## src/rtl/draw_rect_img_if.sv

```systemverilog
// Pixel-stream bundle for draw_rect_img: position, timing in/out, image ROM port.
// The slave side is the drawing block; the master side drives timing and serves the ROM.
interface draw_rect_img_if;
    logic [11:0] xpos;
    logic [11:0] ypos;
    logic [10:0] hcount_in;
    logic [10:0] vcount_in;
    logic        hsync_in;
    logic        vsync_in;
    logic        hblnk_in;
    logic        vblnk_in;
    logic [11:0] rgb_in;
    logic [11:0] pixel_addr;
    logic [11:0] rgb_pixel;
    logic [10:0] hcount_out;
    logic [10:0] vcount_out;
    logic        hsync_out;
    logic        vsync_out;
    logic        hblnk_out;
    logic        vblnk_out;
    logic [11:0] rgb_out;

    modport master (
        output xpos, ypos, hcount_in, vcount_in, hsync_in, vsync_in,
               hblnk_in, vblnk_in, rgb_in, rgb_pixel,
        input  pixel_addr, hcount_out, vcount_out, hsync_out, vsync_out,
               hblnk_out, vblnk_out, rgb_out
    );

    modport slave (
        input  xpos, ypos, hcount_in, vcount_in, hsync_in, vsync_in,
               hblnk_in, vblnk_in, rgb_in, rgb_pixel,
        output pixel_addr, hcount_out, vcount_out, hsync_out, vsync_out,
               hblnk_out, vblnk_out, rgb_out
    );
endinterface

```

## src/rtl/draw_rect_img.sv

```systemverilog
// Two-stage pipeline overlaying a colour-keyed image rectangle on the VGA stream.
// Stage 1 decides membership and addresses the ROM; stage 2 composites with its data.
module draw_rect_img #(
    parameter int unsigned RECT_WIDTH  = 64,
    parameter int unsigned RECT_HEIGHT = 64,
    parameter logic [11:0] TRANSPARENT = 12'h000
) (
    input  logic           clk,
    input  logic           rst,
    draw_rect_img_if.slave bus
);

    localparam logic [12:0] RECT_W13 = 13'(RECT_WIDTH);
    localparam logic [12:0] RECT_H13 = 13'(RECT_HEIGHT);

    logic        vsync_prev_r;
    logic [11:0] x_lat_r;
    logic [11:0] y_lat_r;
    logic        vsync_rise_s;

    logic [12:0] h13_s;
    logic [12:0] v13_s;
    logic [12:0] x13_s;
    logic [12:0] y13_s;
    logic        in_rect_s;
    logic [5:0]  col_s;
    logic [5:0]  row_s;

    logic [10:0] hcount_s1_r;
    logic [10:0] vcount_s1_r;
    logic        hsync_s1_r;
    logic        vsync_s1_r;
    logic        hblnk_s1_r;
    logic        vblnk_s1_r;
    logic [11:0] rgb_s1_r;
    logic        in_rect_s1_r;
    logic [11:0] pixel_addr_r;

    logic [10:0] hcount_out_r;
    logic [10:0] vcount_out_r;
    logic        hsync_out_r;
    logic        vsync_out_r;
    logic        hblnk_out_r;
    logic        vblnk_out_r;
    logic [11:0] rgb_out_r;
    logic [11:0] rgb_next_s;

    assign vsync_rise_s = bus.vsync_in & ~vsync_prev_r;

    // Frame-start position latch: sampled only on the vsync rising edge
    always_ff @(posedge clk) begin
        if (rst) begin
            vsync_prev_r <= 1'b0;
            x_lat_r      <= 12'h000;
            y_lat_r      <= 12'h000;
        end else begin
            vsync_prev_r <= bus.vsync_in;
            if (vsync_rise_s) begin
                x_lat_r <= bus.xpos;
                y_lat_r <= bus.ypos;
            end else begin
                x_lat_r <= x_lat_r;
                y_lat_r <= y_lat_r;
            end
        end
    end

    // Rectangle membership in 13 bits so a latch near 4095 cannot wrap back onto the screen
    always_comb begin
        h13_s     = {2'b00, bus.hcount_in};
        v13_s     = {2'b00, bus.vcount_in};
        x13_s     = {1'b0, x_lat_r};
        y13_s     = {1'b0, y_lat_r};
        in_rect_s = (h13_s >= x13_s) && (h13_s < (x13_s + RECT_W13)) &&
                    (v13_s >= y13_s) && (v13_s < (y13_s + RECT_H13));
        col_s     = bus.hcount_in[5:0] - x_lat_r[5:0];
        row_s     = bus.vcount_in[5:0] - y_lat_r[5:0];
    end

    // Stage 1: timing delay, membership flag and ROM address
    always_ff @(posedge clk) begin
        if (rst) begin
            hcount_s1_r  <= 11'd0;
            vcount_s1_r  <= 11'd0;
            hsync_s1_r   <= 1'b0;
            vsync_s1_r   <= 1'b0;
            hblnk_s1_r   <= 1'b0;
            vblnk_s1_r   <= 1'b0;
            rgb_s1_r     <= 12'h000;
            in_rect_s1_r <= 1'b0;
            pixel_addr_r <= 12'h000;
        end else begin
            hcount_s1_r  <= bus.hcount_in;
            vcount_s1_r  <= bus.vcount_in;
            hsync_s1_r   <= bus.hsync_in;
            vsync_s1_r   <= bus.vsync_in;
            hblnk_s1_r   <= bus.hblnk_in;
            vblnk_s1_r   <= bus.vblnk_in;
            rgb_s1_r     <= bus.rgb_in;
            in_rect_s1_r <= in_rect_s;
            pixel_addr_r <= {row_s, col_s};
        end
    end

    // Compositing: blanking forces black, keyed ROM pixels let the background through
    always_comb begin
        rgb_next_s = rgb_s1_r;
        if (hblnk_s1_r || vblnk_s1_r) begin
            rgb_next_s = 12'h000;
        end else if (in_rect_s1_r && (bus.rgb_pixel != TRANSPARENT)) begin
            rgb_next_s = bus.rgb_pixel;
        end else begin
            rgb_next_s = rgb_s1_r;
        end
    end

    // Stage 2: aligned output register
    always_ff @(posedge clk) begin
        if (rst) begin
            hcount_out_r <= 11'd0;
            vcount_out_r <= 11'd0;
            hsync_out_r  <= 1'b0;
            vsync_out_r  <= 1'b0;
            hblnk_out_r  <= 1'b0;
            vblnk_out_r  <= 1'b0;
            rgb_out_r    <= 12'h000;
        end else begin
            hcount_out_r <= hcount_s1_r;
            vcount_out_r <= vcount_s1_r;
            hsync_out_r  <= hsync_s1_r;
            vsync_out_r  <= vsync_s1_r;
            hblnk_out_r  <= hblnk_s1_r;
            vblnk_out_r  <= vblnk_s1_r;
            rgb_out_r    <= rgb_next_s;
        end
    end

    assign bus.pixel_addr = pixel_addr_r;
    assign bus.hcount_out = hcount_out_r;
    assign bus.vcount_out = vcount_out_r;
    assign bus.hsync_out  = hsync_out_r;
    assign bus.vsync_out  = vsync_out_r;
    assign bus.hblnk_out  = hblnk_out_r;
    assign bus.vblnk_out  = vblnk_out_r;
    assign bus.rgb_out    = rgb_out_r;

endmodule

```

## src/flat_wrapper.sv

```systemverilog
// flat-port wrapper written by rule: the top's interface ports become plain ports
module draw_rect_img_flat 
#(
    parameter int unsigned RECT_WIDTH  = 64,
    parameter int unsigned RECT_HEIGHT = 64,
    parameter logic [11:0] TRANSPARENT = 12'h000
)
  (clk, rst, bus_xpos, bus_ypos, bus_hcount_in, bus_vcount_in, bus_hsync_in, bus_vsync_in, bus_hblnk_in, bus_vblnk_in, bus_rgb_in, bus_rgb_pixel, bus_pixel_addr, bus_hcount_out, bus_vcount_out, bus_hsync_out, bus_vsync_out, bus_hblnk_out, bus_vblnk_out, bus_rgb_out);
  draw_rect_img_if bus_i ();
  input  logic clk;
  input  logic rst;
  input wire logic [$bits(bus_i.xpos)-1:0] bus_xpos;
  input wire logic [$bits(bus_i.ypos)-1:0] bus_ypos;
  input wire logic [$bits(bus_i.hcount_in)-1:0] bus_hcount_in;
  input wire logic [$bits(bus_i.vcount_in)-1:0] bus_vcount_in;
  input wire logic [$bits(bus_i.hsync_in)-1:0] bus_hsync_in;
  input wire logic [$bits(bus_i.vsync_in)-1:0] bus_vsync_in;
  input wire logic [$bits(bus_i.hblnk_in)-1:0] bus_hblnk_in;
  input wire logic [$bits(bus_i.vblnk_in)-1:0] bus_vblnk_in;
  input wire logic [$bits(bus_i.rgb_in)-1:0] bus_rgb_in;
  input wire logic [$bits(bus_i.rgb_pixel)-1:0] bus_rgb_pixel;
  output wire logic [$bits(bus_i.pixel_addr)-1:0] bus_pixel_addr;
  output wire logic [$bits(bus_i.hcount_out)-1:0] bus_hcount_out;
  output wire logic [$bits(bus_i.vcount_out)-1:0] bus_vcount_out;
  output wire logic [$bits(bus_i.hsync_out)-1:0] bus_hsync_out;
  output wire logic [$bits(bus_i.vsync_out)-1:0] bus_vsync_out;
  output wire logic [$bits(bus_i.hblnk_out)-1:0] bus_hblnk_out;
  output wire logic [$bits(bus_i.vblnk_out)-1:0] bus_vblnk_out;
  output wire logic [$bits(bus_i.rgb_out)-1:0] bus_rgb_out;
  assign bus_i.xpos = bus_xpos;
  assign bus_i.ypos = bus_ypos;
  assign bus_i.hcount_in = bus_hcount_in;
  assign bus_i.vcount_in = bus_vcount_in;
  assign bus_i.hsync_in = bus_hsync_in;
  assign bus_i.vsync_in = bus_vsync_in;
  assign bus_i.hblnk_in = bus_hblnk_in;
  assign bus_i.vblnk_in = bus_vblnk_in;
  assign bus_i.rgb_in = bus_rgb_in;
  assign bus_i.rgb_pixel = bus_rgb_pixel;
  assign bus_pixel_addr = bus_i.pixel_addr;
  assign bus_hcount_out = bus_i.hcount_out;
  assign bus_vcount_out = bus_i.vcount_out;
  assign bus_hsync_out = bus_i.hsync_out;
  assign bus_vsync_out = bus_i.vsync_out;
  assign bus_hblnk_out = bus_i.hblnk_out;
  assign bus_vblnk_out = bus_i.vblnk_out;
  assign bus_rgb_out = bus_i.rgb_out;
  draw_rect_img #(.RECT_WIDTH(RECT_WIDTH), .RECT_HEIGHT(RECT_HEIGHT), .TRANSPARENT(TRANSPARENT)) u_core (.clk(clk), .rst(rst), .bus(bus_i));
endmodule
```

## config.mk

```make
export PLATFORM = sky130hd
export DESIGN_NAME = draw_rect_img_flat
export DESIGN_NICKNAME = d
export VERILOG_FILES = /design/src/rtl/draw_rect_img_if.sv /design/src/rtl/draw_rect_img.sv /design/src/flat_wrapper.sv
export SDC_FILE = /design/constraint.sdc
export NUM_CORES = 1
export LEC_CHECK = 0
export BUFFER_PORTS_ARGS = -buffer_cell sky130_fd_sc_hd__buf_2
export CORE_AREA = 2 2 67 132
export CTS_CLUSTER_DIAMETER = 100
export DETAILED_ROUTE_END_ITERATION = 12
export DIE_AREA = 0 0 69 134
export GPL_ROUTABILITY_DRIVEN = 1
export PLACE_DENSITY_LB_ADDON = 0.2
export SETUP_SLACK_MARGIN = 0.2
export SLEW_MARGIN = 25
export SYNTH_ARGS = -nofsm -noshare
export SYNTH_HDL_FRONTEND = slang
export SYNTH_SLANG_ARGS = --single-unit
export TNS_END_PERCENT = 20
```

## constraint.sdc

```tcl
create_clock -name clk -period 4.8 [get_ports clk]
set_clock_uncertainty 0.15 [all_clocks]
set_input_delay 0.96 -clock clk [delete_from_list [all_inputs] [get_ports clk]]
set_output_delay 0.96 -clock clk [all_outputs]
set_load 0.01 [all_outputs]
```

# After elaboration in Yosys (flattened, before gate mapping)
# Cells that the tools add are included.
dict set report totals {
  register_bits 113
  wordCells 36
}
dict set report op_classes {
  addsub 4
  magnitude_cmp 4
  n_bitwise 2
  muxes 1
  reduce_logical 7
}
# cell count
set op_table {}
lappend op_table {{adder 12 x 7 -> 13 bit, second input constant} 2}
lappend op_table {{less-than comparator 11 x 13 -> 1 bit} 2}
lappend op_table {{greater-or-equal comparator 11 x 12 -> 1 bit} 2}
lappend op_table {{two-way mux 12 bit} 1}
lappend op_table {{nonzero test 12 bit} 1}
lappend op_table {{subtractor 6 bit} 2}
lappend op_table {{logical AND 1 bit} 4}
lappend op_table {{OR reduction 2 bit} 1}
lappend op_table {{AND 1 bit} 1}
lappend op_table {{logical OR 1 bit} 1}
lappend op_table {{inverter 1 bit} 1}

# Longest topological paths before layout
dict set report depth {
  ltp_word 5
  mapped_depth 9
  ltp_nobuf 9
}

# Worst setup path before layout
# No wires, ideal clock.
dict set report synth_timing {
  kind {input to register}
  from {in bus_vcount_in[0]}
  to {reg u_core.in_rect_s1_r}
  path_slack_ns 2.044
  required_ns 4.589
  arrival_time_ns 2.546
  setup_time_ns 0.061
  path_stages 9
  n_path_buf 0
  cell_sequence {inv_1 ha_1 fa_1 nand2b_1 a21oi_1 a41oi_1 o31a_1 a21oi_1 and4_1}
}
dict set report synth_between {
  elab_chain_len 3
}
# element line
set synth_rtl {}
lappend synth_rtl {{start, declared} flat_wrapper.sv:15} ;# input wire logic [$bits(bus_i.vcount_in)-1:0] bus_vcount_in;
lappend synth_rtl {{greater-or-equal comparator 11 x 12 -> 1 bit} draw_rect_img.sv:75} ;# (v13_s >= y13_s) && (v13_s < (y13_s + RECT_H13));
lappend synth_rtl {{logical AND 1 bit} draw_rect_img.sv:74} ;# in_rect_s = (h13_s >= x13_s) && (h13_s < (x13_s + RECT_W13)) &&
lappend synth_rtl {{logical AND 1 bit (*)} draw_rect_img.sv:75}
lappend synth_rtl {{end signal, assigned} draw_rect_img.sv:100} ;# in_rect_s1_r <= in_rect_s;
lappend synth_rtl {{end, declared} draw_rect_img.sv:36} ;# logic in_rect_s1_r;
# Every way passes the cells marked *; elsewhere a longest branch is shown, timed or not.
# A chain may end at the register's enable or synchronous reset.

# Final worst setup path
# Same ends and word-level chain as after synthesis.

==> qor.yml <==
status:
  status: "completed"
floorplanning:
  coreArea_um2: 8230
  num_io_pins: 126
  die_height_um: 134
  initial_core_util_pct: 53.7
  fp.dieW_um: 69
  die_area_um2: 9250
  row_count: 47
detailed_routing:
  wl_mm: 9.93
  num_vias: 3572
  dr_wl_met2_mm: 5.66
  first_pass_iters: 4
  drtIter0Drc: 114
  m1WireLength_mm: 3.47
  highest_layer: "met4"
  route.met3.wl_um: 500
  wl_per_cell_um: 14.0
  drc: 0
  routed_via_density: 5.05
  ant_nets: 0
clock_network:
  path_clk_slew_ns: 0.05
  numClockSinks: 113
  cts_tree: "yes"
  holdBufCountCts: 0
  cts.path.max_buffers: 2
  htree_levels: 4
  cts-resized-gates: 0
  clk_latency_ns: 0.41
  cts_buffers: 17
  postCtsSetupBuffers: 0
  root_buffer: "clkbuf_16"
setup_path:
  cp_cell_sequence: "buf_2, inv_1, ha_1, fa_1, nand2b_1, a21oi_1, a41oi_1, o31a_1, a21oi_1, and4_1"
  cp_common_cell: "a21oi_1"
  rr_worst_depth: 8
  cp.required_ns: 4.99
  reg2reg_from: "u_core.x_lat_r[1]"
  worstSetupStartpoint: "bus_vcount_in[0]"
  cp_slowest_cell: "fa_1"
  end_kind: "register"
  critPathArrivalTime_ns: 2.84
  critPathMaxStageDelay_ns: 0.40
  path_max_fanout: 2
  path_class: "in -> reg"
  crit_path_start_kind: "input port"
global_routing:
  grt_pass1_wl_mm: 16.6
  grt_usage_pct: 23.0
  grt_max_degree: 60
  antenna_found_initial: 0
  gr-total-overflow: 0
  grt_pass1_vias: 3748
cells_and_area:
  layout_common_cells: "buf_2 (124), dfxtp_1 (113), nand2_1 (72)"
  fin_nets: 710
  fillers: 666
  final_common_cell: "buf_2"
  diodes: 0
  finalInstanceArea_um2: 5750
  instances_no_fill: 708
  drive_above_1_share_pct: 26.4
  fin_util_pct: 69.8
  areaGrowthSynthToFinish_pct: 29.9
timing:
  finalSetupViolations: 0
  finalCritPeriodShare_pct: 55.2
  maxSlewViolCount: 0
  rsz0062_at_grt: "no"
  tns_ns: 0
  slew_headroom_pct: 41.3
  timing.fmax_mhz: 378
  worst_slack_ns: 2.15
  post-route-min-period_ns: 2.65
  hold_ws_ns: 0.280
  hold_viol_final: 0
  worstMarginPinSlew_ns: 0.880
min_path:
  worstHoldPathCells: 1
  worstHoldPathType: "reg -> reg"
  holdCritStartpoint: "u_core.vcount_s1_r[0]"
synth:
  netlist_area_um2: 4420
  synth.avg_cell_area_um2: 9.37
  syn_nets: 584
  ys_seq_area_share_pct: 51.1
  yosys_warnings: 0
  ys_seq_elements: 113
  syn_inst: 472
  ys_types: 43
power:
  power_density_nw_per_um2: 453
  clkPwrFrac_pct: 51.3
  p_leak_nw: 2.63
  power_frac_seq_pct: 38.9
  p_int_mw: 2.03
  sw_frac_of_total_pct: 21.8
  ir_drop_v: 0.000276
  p_sw_mw: 0.568
  combPwrFrac_pct: 9.8
  p_total_mw: 2.60
flow_run:
  drv_cap: 0
placement:
  gp_congestion: 0.848
  dp.cells: 677
  dp_slack_ns: 1.77
  io_buffers: 125
  postPlaceCellArea_um2: 5110
  hpwl_mm: 7.46
-- routing by layer --
metal | track usage, % | vias to the layer above
li1 | - | 1807
met1 | 21.4 | 1610
met2 | 44.3 | 127
met3 | 6.91 | 28
met4 | 10.9 | 0
met5 | 0 | -
-- power by group through the flow --
stage / Clock [mW] / Combinational, mW / Sequential (mW)
floorplan: 0 / 0.147 / 1.04
global placement: 0 / 0.248 / 1.03
finish: 1.33 / 0.255 / 1.01
detailed placement: 0 / 0.255 / 1.03
global route: 1.40 / 0.289 / 1.02
CTS: 1.36 / 0.259 / 1.01
-- flip-flops by register name (all words and copies together), names as in the netlist --
name                   count
u_core.bus.vblnk_out       1
u_core.y_lat_r            12
u_core.bus.hcount_out     11
u_core.vblnk_s1_r          1
u_core.hblnk_s1_r          1
u_core.in_rect_s1_r        1
u_core.vsync_s1_r          1
u_core.bus.pixel_addr     12
u_core.bus.hsync_out       1
u_core.hsync_s1_r          1
u_core.vcount_s1_r        11
u_core.x_lat_r            12
u_core.bus.hblnk_out       1
u_core.bus.rgb_out        12
u_core.bus.vsync_out       1
u_core.rgb_s1_r           12
u_core.bus.vcount_out     11
u_core.hcount_s1_r        11
-- critical path: cells and delay by family --
family                     cells  cell delay (ns)
AOI/OAI and AO/OA              4             0.74
adders and majority gates      2             0.65
buffers and inverters          2             0.13
and+or+nand+nor                2             0.37
-- final cells by class --
type	instances	area [um^2]	share of cell area, %
flip-flops and latches	113	2260	39.4
clock inverters	11	186	3.24
multi-input cells	311	1980	34.5
inverters	28	105	1.83
repair buffers	127	643	11.2
clock buffers	20	447	7.77
well taps	98	123	2.13
-- path summary, 6_finish.rpt --
path                                            endpoint  slack, ns
worst max-delay path                 u_core.in_rect_s1_r       2.15
worst min-delay path            u_core.bus.vcount_out[0]       0.28
worst max register to register       u_core.in_rect_s1_r       2.49
worst min register to register  u_core.bus.vcount_out[0]       0.28
-- logic make-up (layout without fill, tap and decap cells) --
group | after synthesis | count (layout) | synth area share (%)
adder cells (fa/ha/maj) | 36 | 36 | 10.5
AO/OA/AOI/OAI | 74 | 74 | 10.2
flip-flops | 113 | 113 | 51.1
AND/OR/NAND/NOR | 187 | 187 | 21.2
multiplexers | 4 | 4 | 0.934
buffers and inverters | 48 | 186 | 4.10
XOR/XNOR | 10 | 10 | 1.98
-- cell usage after synthesis --
cell / instances / area, um^2
o31a_1: 3 / 26.3
or3_1: 1 / 6.26
a21boi_0: 1 / 7.51
mux2_2: 1 / 11.3
o21ai_0: 5 / 25.0
o2111ai_1: 1 / 8.76
nor2b_4: 1 / 13.8
o21ai_2: 1 / 8.76
nand2_1: 72 / 270
and4_1: 1 / 8.76
dfxtp_1: 113 / 2260
xor2_1: 2 / 17.5
nand2b_1: 6 / 37.5
mux2i_1: 3 / 30.0
nor3_1: 3 / 15.0
xnor2_1: 8 / 70.1
o41ai_1: 1 / 8.76
a211o_1: 1 / 8.76
nor2b_1: 65 / 407
o31ai_1: 1 / 7.51
a22oi_1: 1 / 7.51
nor2_1: 23 / 86.3
a21o_1: 2 / 15.0
clkbuf_1: 16 / 60.1
a2111oi_0: 1 / 8.76
buf_2: 1 / 5.00
nand4_1: 1 / 6.26
fa_1: 2 / 40.0
a21oi_1: 43 / 215
o211ai_1: 1 / 7.51
o221ai_1: 1 / 8.76
o21bai_1: 1 / 7.51
nand3_2: 1 / 10.0
a21boi_1: 1 / 7.51
nand3_1: 8 / 40.0
nor4_1: 4 / 25.0
inv_1: 28 / 105
a211oi_1: 5 / 37.5
a41oi_1: 2 / 17.5
ha_1: 34 / 425
buf_1: 3 / 11.3
o21a_1: 2 / 15.0
nor3_2: 1 / 10.0
(Power assumes the default switching activity.)
